### src/rtl/ocm_table_writer.sv
// ocm_table_writer
// Packs a byte stream into 64-bit words and writes the noise and channel
// coefficient tables into OCM port 2. Once both tables are written, a
// start_load pulse makes it walk port 2 for the noise loader and then the
// channel loader. run_en is raised after both loaders report done_wait.
// A loader that never finishes drives the block into a sticky error state.
module ocm_table_writer #(
    parameter int ADDR_W      = 14,
    parameter int ADDR_STEP   = 4,
    parameter int NOISE_BASE  = 'h000,
    parameter int NOISE_WORDS = 128,
    parameter int CHAN_BASE   = 'h200,
    parameter int CHAN_WORDS  = 5,
    parameter int RD_LAT      = 1,
    parameter int TIMEOUT     = 1024
) (
    input  logic              clk,
    input  logic              rstn,
    input  logic [7:0]        i_byte_in,
    input  logic              i_byte_in_valid,
    output logic              o_byte_in_ready,
    input  logic              i_start_load,
    output logic [ADDR_W-1:0] o_addr2,
    output logic              o_wen2,
    output logic [63:0]       o_writedata2,
    output logic              o_load_mem_n,
    input  logic              i_done_wait_n,
    output logic [7:0]        o_location_n,
    output logic              o_load_mem_c,
    input  logic              i_done_wait_c,
    output logic [7:0]        o_location_c,
    output logic              o_tables_written,
    output logic              o_run_en,
    output logic              o_error
);

    localparam int TOTAL_WORDS = NOISE_WORDS + CHAN_WORDS;
    localparam int WCNT_W      = $clog2(TOTAL_WORDS + 1);
    localparam int TMR_W       = $clog2(TIMEOUT + 1);
    localparam int LAT_W       = $clog2(RD_LAT + 2);

    localparam logic [ADDR_W-1:0] N_FIRST = ADDR_W'(NOISE_BASE);
    localparam logic [ADDR_W-1:0] N_LAST  = ADDR_W'(NOISE_BASE + (NOISE_WORDS - 1) * ADDR_STEP);
    localparam logic [ADDR_W-1:0] C_FIRST = ADDR_W'(CHAN_BASE);
    localparam logic [ADDR_W-1:0] C_LAST  = ADDR_W'(CHAN_BASE + (CHAN_WORDS - 1) * ADDR_STEP);
    localparam logic [7:0]        N_LOC_LAST = 8'(NOISE_WORDS - 1);
    localparam logic [7:0]        C_LOC_LAST = 8'(CHAN_WORDS - 1);
    localparam logic [TMR_W-1:0]  TMR_LAST   = TMR_W'(TIMEOUT - 1);
    localparam logic [LAT_W-1:0]  LAT_CYCLES = LAT_W'(RD_LAT);

    typedef enum logic [2:0] {
        S_FILL,
        S_READY,
        S_LOAD_N,
        S_LOAD_C,
        S_RUN,
        S_ERR
    } state_t;

    state_t              r_state;
    logic [2:0]          r_byte_cnt;
    logic [WCNT_W-1:0]   r_word_cnt;
    logic [TMR_W-1:0]    r_tmr;
    logic [LAT_W-1:0]    r_lat_cnt;
    logic                r_byte_in_ready;
    logic [ADDR_W-1:0]   r_addr2;
    logic                r_wen2;
    logic [63:0]         r_writedata2;
    logic                r_load_mem_n;
    logic [7:0]          r_location_n;
    logic                r_load_mem_c;
    logic [7:0]          r_location_c;
    logic                r_tables_written;
    logic                r_run_en;
    logic                r_error;

    logic                w_accept;
    logic [7:0]          w_lane_we;
    logic [ADDR_W-1:0]   w_fill_addr;

    // Address advance used while a loader is being fed; never passes the table end.
    function automatic logic [ADDR_W-1:0] step_addr(input logic [ADDR_W-1:0] a,
                                                     input logic [ADDR_W-1:0] last);
        step_addr = (a >= last) ? last : a + ADDR_W'(ADDR_STEP);
    endfunction

    // Word index advance for location_n/location_c, saturating at the last word.
    function automatic logic [7:0] step_loc(input logic [7:0] l, input logic [7:0] last);
        step_loc = (l >= last) ? last : l + 8'd1;
    endfunction

    assign w_accept = (r_state == S_FILL) && i_byte_in_valid && r_byte_in_ready;

    // One write enable per byte lane of the word being assembled.
    generate
        for (genvar gi = 0; gi < 8; gi++) begin : g_lane
            assign w_lane_we[gi] = w_accept && (r_byte_cnt == 3'(gi));
        end
    endgenerate

    // Table address of the word currently being filled.
    always_comb begin
        w_fill_addr = N_FIRST;
        if (int'(r_word_cnt) < NOISE_WORDS) begin
            w_fill_addr = ADDR_W'(NOISE_BASE + int'(r_word_cnt) * ADDR_STEP);
        end else begin
            w_fill_addr = ADDR_W'(CHAN_BASE + (int'(r_word_cnt) - NOISE_WORDS) * ADDR_STEP);
        end
    end

    // Little-endian byte packing into the port-2 write data register.
    always_ff @(posedge clk) begin
        if (!rstn) begin
            r_writedata2 <= '0;
        end else begin
            for (int k = 0; k < 8; k++) begin
                if (w_lane_we[k]) begin
                    r_writedata2[8*k +: 8] <= i_byte_in;
                end
            end
        end
    end

    // Main sequencer: fill, wait for start, feed both loaders, then run or error.
    always_ff @(posedge clk) begin
        if (!rstn) begin
            r_state          <= S_FILL;
            r_byte_cnt       <= '0;
            r_word_cnt       <= '0;
            r_tmr            <= '0;
            r_lat_cnt        <= '0;
            r_byte_in_ready  <= 1'b1;
            r_addr2          <= '0;
            r_wen2           <= 1'b0;
            r_load_mem_n     <= 1'b0;
            r_location_n     <= '0;
            r_load_mem_c     <= 1'b0;
            r_location_c     <= '0;
            r_tables_written <= 1'b0;
            r_run_en         <= 1'b0;
            r_error          <= 1'b0;
        end else begin
            r_wen2 <= 1'b0;
            case (r_state)
                S_FILL: begin
                    if (r_wen2) begin
                        // Write cycle just finished: reopen the byte port or stop.
                        r_word_cnt <= r_word_cnt + 1'b1;
                        if (int'(r_word_cnt) == TOTAL_WORDS - 1) begin
                            r_state          <= S_READY;
                            r_tables_written <= 1'b1;
                            r_byte_in_ready  <= 1'b0;
                        end else begin
                            r_byte_in_ready  <= 1'b1;
                        end
                    end else if (w_accept) begin
                        r_byte_cnt <= r_byte_cnt + 3'd1;
                        if (r_byte_cnt == 3'd7) begin
                            r_wen2          <= 1'b1;
                            r_addr2         <= w_fill_addr;
                            r_byte_in_ready <= 1'b0;
                        end
                    end
                end
                S_READY: begin
                    if (i_start_load) begin
                        r_state      <= S_LOAD_N;
                        r_load_mem_n <= 1'b1;
                        r_addr2      <= N_FIRST;
                        r_location_n <= '0;
                        r_lat_cnt    <= '0;
                        r_tmr        <= '0;
                    end
                end
                S_LOAD_N: begin
                    if (i_done_wait_n) begin
                        r_state      <= S_LOAD_C;
                        r_load_mem_n <= 1'b0;
                        r_load_mem_c <= 1'b1;
                        r_addr2      <= C_FIRST;
                        r_location_c <= '0;
                        r_lat_cnt    <= '0;
                        r_tmr        <= '0;
                    end else if (r_tmr == TMR_LAST) begin
                        r_state      <= S_ERR;
                        r_error      <= 1'b1;
                        r_load_mem_n <= 1'b0;
                        r_load_mem_c <= 1'b0;
                    end else begin
                        r_tmr   <= r_tmr + 1'b1;
                        r_addr2 <= step_addr(r_addr2, N_LAST);
                        // location trails the address by the OCM read latency.
                        if (r_lat_cnt < LAT_CYCLES) begin
                            r_lat_cnt <= r_lat_cnt + 1'b1;
                        end else begin
                            r_location_n <= step_loc(r_location_n, N_LOC_LAST);
                        end
                    end
                end
                S_LOAD_C: begin
                    if (i_done_wait_c) begin
                        r_state      <= S_RUN;
                        r_load_mem_c <= 1'b0;
                        r_run_en     <= 1'b1;
                    end else if (r_tmr == TMR_LAST) begin
                        r_state      <= S_ERR;
                        r_error      <= 1'b1;
                        r_load_mem_n <= 1'b0;
                        r_load_mem_c <= 1'b0;
                    end else begin
                        r_tmr   <= r_tmr + 1'b1;
                        r_addr2 <= step_addr(r_addr2, C_LAST);
                        if (r_lat_cnt < LAT_CYCLES) begin
                            r_lat_cnt <= r_lat_cnt + 1'b1;
                        end else begin
                            r_location_c <= step_loc(r_location_c, C_LOC_LAST);
                        end
                    end
                end
                S_RUN: begin
                    r_run_en <= 1'b1;
                end
                S_ERR: begin
                    r_error      <= 1'b1;
                    r_load_mem_n <= 1'b0;
                    r_load_mem_c <= 1'b0;
                end
                default: begin
                    r_state      <= S_ERR;
                    r_error      <= 1'b1;
                    r_load_mem_n <= 1'b0;
                    r_load_mem_c <= 1'b0;
                end
            endcase
        end
    end

    assign o_byte_in_ready  = r_byte_in_ready;
    assign o_addr2          = r_addr2;
    assign o_wen2           = r_wen2;
    assign o_writedata2     = r_writedata2;
    assign o_load_mem_n     = r_load_mem_n;
    assign o_location_n     = r_location_n;
    assign o_load_mem_c     = r_load_mem_c;
    assign o_location_c     = r_location_c;
    assign o_tables_written = r_tables_written;
    assign o_run_en         = r_run_en;
    assign o_error          = r_error;

endmodule

### config.mk
export PLATFORM = sky130hd
export DESIGN_NAME = ocm_table_writer
export DESIGN_NICKNAME = d
export VERILOG_FILES = /design/src/rtl/ocm_table_writer.sv
export SDC_FILE = /design/constraint.sdc
export NUM_CORES = 1
export LEC_CHECK = 0
export BUFFER_PORTS_ARGS = -buffer_cell sky130_fd_sc_hd__buf_4
export CORE_AREA = 2 2 111 135
export DETAILED_ROUTE_END_ITERATION = 12
export DIE_AREA = 0 0 113 137
export GPL_ROUTABILITY_DRIVEN = 0
export PLACE_DENSITY = 0.69
export SYNTH_ARGS = -nofsm -noshare
export SYNTH_HDL_FRONTEND = slang
export SYNTH_SLANG_ARGS = --single-unit
### constraint.sdc
create_clock -name clk -period 2 [get_ports clk]
set_input_delay 0.1 -clock clk [delete_from_list [all_inputs] [get_ports clk]]
set_output_delay 0.1 -clock clk [all_outputs]
set_load 0.03 [all_outputs]
==> flow_metrics.env <==
export IMPL_outcome="complete, but fails checks"
export IMPL_failed_checks="DRC"
export IMPL_synth_warnings=0
export IMPL_syn_inst=642
export IMPL_r2r_start="r_tmr[1]$_SDFFE_PN0P_"
export IMPL_avgSynthCellArea_um2=8.887
export IMPL_cts_buffers=17
export IMPL_grt_start_max_net_pins=42
export IMPL_antenna_found_initial=0
export IMPL_power_density_nw_per_um2=797.4
export IMPL_slew_headroom_pct=62.94
export IMPL_nNetsFinal=823
export IMPL_areaGrowthSynthToFinish_pct=36.47
export IMPL_r2r_cells=7
export IMPL_drc=4
export IMPL_finalClockSkew_ps=8.080
export IMPL_cts_tree="built"
export IMPL_crit_end="o_addr2[11]$_SDFFE_PN0P_"
export IMPL_routed_via_density=5.429
export IMPL_p_total_w=0.006209
export IMPL_cts_root_buf="clkbuf_16"
export IMPL_dp_hpwl_um=11160
export IMPL_grt_pass1_vias=5154
export IMPL_path_buf_inv=1
export IMPL_overflow=0
export IMPL_slew_violations=0
export IMPL_r2r_slack_ps=30
export IMPL_portBuffers=112
export IMPL_worstPathArrival_ps=2270
export IMPL_async_reset_ff_share_pct=0
export IMPL_drtIter0Drc=286
export IMPL_placementRows=48
export IMPL_dr_pass1_iters=9
export IMPL_die_area_um2=15480
export IMPL_synth_edf_count=0
export IMPL_setup_ws_ps=34.52
export IMPL_h_tree_depth=4
export IMPL_pre_cts_ws_ps=4.879
export IMPL_synth_seq_area_share_pct=44.21
export IMPL_irDropWorstVdd_mv=0.7012
export IMPL_totalWireLength_um=16070
export IMPL_path_class="flop to flop"
export IMPL_max_freq_mhz=508.8
export IMPL_crit_start="r_tmr[1]$_SDFFE_PN0P_"
export IMPL_core_area_um2=14170
export IMPL_die_height_um=137
export IMPL_final_common_cell="buf_4"
export IMPL_synth_top_area_share_pct=44.21
export IMPL_synth_ff_type="dfxtp_1"
export IMPL_ioPinCount=115
export IMPL_antenna_cells=0
export IMPL_cts_max_path_buffers=2
export IMPL_worst_path_max_fanout=10
export IMPL_syn_cell_area_um2=5705
export IMPL_path_depth=7
export IMPL_cp_required_ps=2310
export IMPL_ys_ff_latch=126
export IMPL_track_usage_pct=20.32
export IMPL_worst_slew_pin_slew_ps=553.3
export IMPL_yosysUniqueCellTypes=60
export IMPL_fin_hold_ws_ps=13.65
export IMPL_power_leakage_nw=3.385
export IMPL_die_w_um=113
export IMPL_cp_slowest_cell="or4_4"
export IMPL_clock_sinks=126
export IMPL_setup_viol=0
export IMPL_wl_per_cell_um=16.40
export IMPL_vias=5320
export IMPL_max_cap_viol_count=0
export IMPL_cp_top_family="simple AND/OR/NAND/NOR gates"
export IMPL_yosys_area_top_type="dfxtp_1"
export IMPL_initial_core_util_pct=40.25
export IMPL_period_minus_slack_ps=1965
export IMPL_hold_viol_final=0
export IMPL_insertion_delay_ps=430
export IMPL_drive_gt1_share_pct=28.45
export IMPL_r2r_end="o_addr2[11]$_SDFFE_PN0P_"
export IMPL_path_cells="ha_4 -> nand2_1 -> or4_4 -> o211a_4 -> buf_12 -> a41oi_2 -> nor2_1"
export IMPL_grt_pass1_wl_um=25220
export IMPL_fin_crit_sh_pct=98.27
export IMPL_clk_pin_slew_ps=60
export IMPL_synth_area_leaders="dfxtp_1 44%, mux2i_1 9.1%, nor2_1 5.9%"
export IMPL_min_path_type="primary input to flop"
export IMPL_most_common_layout_cells="165 x buf_4, 123 x dfxtp_1, 90 x nor2_1, 52 x mux2i_1, 49 x a21oi_1"
export IMPL_start_kind="flop"
export IMPL_drtAntennaViolNets=0
export IMPL_crit_path_max_incr_delay_ps=600
export IMPL_cp_end_kind="flop"
==> synth_stat cells (2+ instances only) <==
| cell | n |
|---|---|
| a211oi_1 | 3 |
| nand2b_1 | 8 |
| clkbuf_1 | 30 |
| o221a_2 | 5 |
| nand4_1 | 7 |
| and4_1 | 8 |
| inv_1 | 15 |
| nor2_1 | 90 |
| nor3b_1 | 2 |
| o21ai_1 | 2 |
| xor2_1 | 9 |
| a31oi_1 | 21 |
| or3_1 | 2 |
| a21oi_1 | 50 |
| nand2_1 | 46 |
| nor4b_1 | 2 |
| nor4_1 | 4 |
| or4_1 | 2 |
| a21o_1 | 6 |
| dfxtp_1 | 126 |
| a311oi_1 | 2 |
| o22ai_1 | 3 |
| xnor2_1 | 9 |
| and2_1 | 3 |
| nand4b_1 | 2 |
| mux2i_1 | 52 |
| nor4b_2 | 2 |
| buf_2 | 10 |
| ha_1 | 17 |
| o21a_1 | 3 |
| o31ai_1 | 3 |
| nand3_1 | 28 |
| nor2b_1 | 2 |
| o21ai_0 | 15 |
| buf_4 | 2 |
| and3_1 | 11 |
| a211o_1 | 4 |
| o211ai_1 | 3 |
| a41oi_1 | 4 |
| nor3_1 | 9 |
==> how the worst min path moves through the flow <==
stage	startpoint	end	slack (ps)	cells past startpoint
floorplan	i_done_wait_c	o_run_en$_SDFFE_PN0P_	260	2
global placement	i_byte_in[2]	o_writedata2[58]$_SDFFE_PN0P_	430	3
detailed placement	i_byte_in[7]	o_writedata2[63]$_SDFFE_PN0P_	440	3
CTS	i_byte_in[1]	o_writedata2[25]$_SDFFE_PN0P_	1	3
global route	i_byte_in[1]	o_writedata2[25]$_SDFFE_PN0P_	10	3
finish	i_byte_in[1]	o_writedata2[25]$_SDFFE_PN0P_	10	3
==> cells by family (layout without fill, tap and decap cells) <==
group                      count (synthesis)  in the layout  share of synthesized area (%)
AOI/OAI and AO/OA                        134            135                          15.42
xor gates and xnor gates                  18             18                          2.763
adders and majority gates                 17             17                          3.728
buffers and inverters                     60            221                          4.430
DFF                                      126            126                          44.21
muxes                                     52             52                          9.123
other                                      1              2                        0.06573
and+or+nand+nor                          234            234                          20.26
==> area by class of cell <==
class | count | area, um^2
Multi-Input combinational cell | 458 | 3014
Timing Repair Buffer | 173 | 1345
Tap cell | 175 | 219.0
Fill cell | 1264 | 6387
Inverter | 16 | 60.06
Clock buffer | 17 | 425.4
Sequential cell | 126 | 2526
Clock inverter | 15 | 196.4
==> through the flow <==
step / area [um^2] / cells / TNS [ps] / utilization [%]
floorplan: 5709 / 643 / 0 / -
global placement: 6972 / 937 / 0 / 49.19
detailed placement: 6972 / 937 / 0 / 49.19
CTS: 7644 / 974 / 0 / 53.93
global route: 7786 / 980 / -90.22 / 54.93
finish: 7786 / 980 / 0 / 54.93
==> metal layers <==
metal,wire length (um),GRT usage (%),part of all wire (%)
met3,990,6.864,6.2
met5,0,0,0
met2,8242,35.30,51
met1,6511,22.83,41
met4,328,8.333,2.0
==> what timing repair did <==
action,in CTS,in global routing
endpoints found under the hold margin,5,0
hold buffers,5,0
setup endpoints to repair,0,51
gates resized for setup,0,20
buffers inserted,0,4
==> power breakdown <==
part / internal (W) / leakage (nW) / switching [W]
logic: 0.000146 / 2.06 / 0.000248
registers: 0.00255 / 1.02 / 0.0000282
clock network: 0.00200 / 0.302 / 0.00124
total: 0.00469 / 3.39 / 0.00151
==> registers in the layout (all words and copies together) (netlist names), 3 cells and up <==
signal	flops
o_location_c	8
o_writedata2	64
o_location_n	8
r_tmr	11
r_state	3
r_byte_cnt	3
o_addr2	12
r_word_cnt	8
==> worst register-to-register path, cell delays in order, from the launching register on <==
cell and delay (ps):
dfxtp_2 360, ha_4 140, nand2_1 70, or4_4 600, o211a_4 310, buf_12 140
a41oi_2 170, nor2_1 50
No activity file was read; power rests on OpenSTA's default activity.
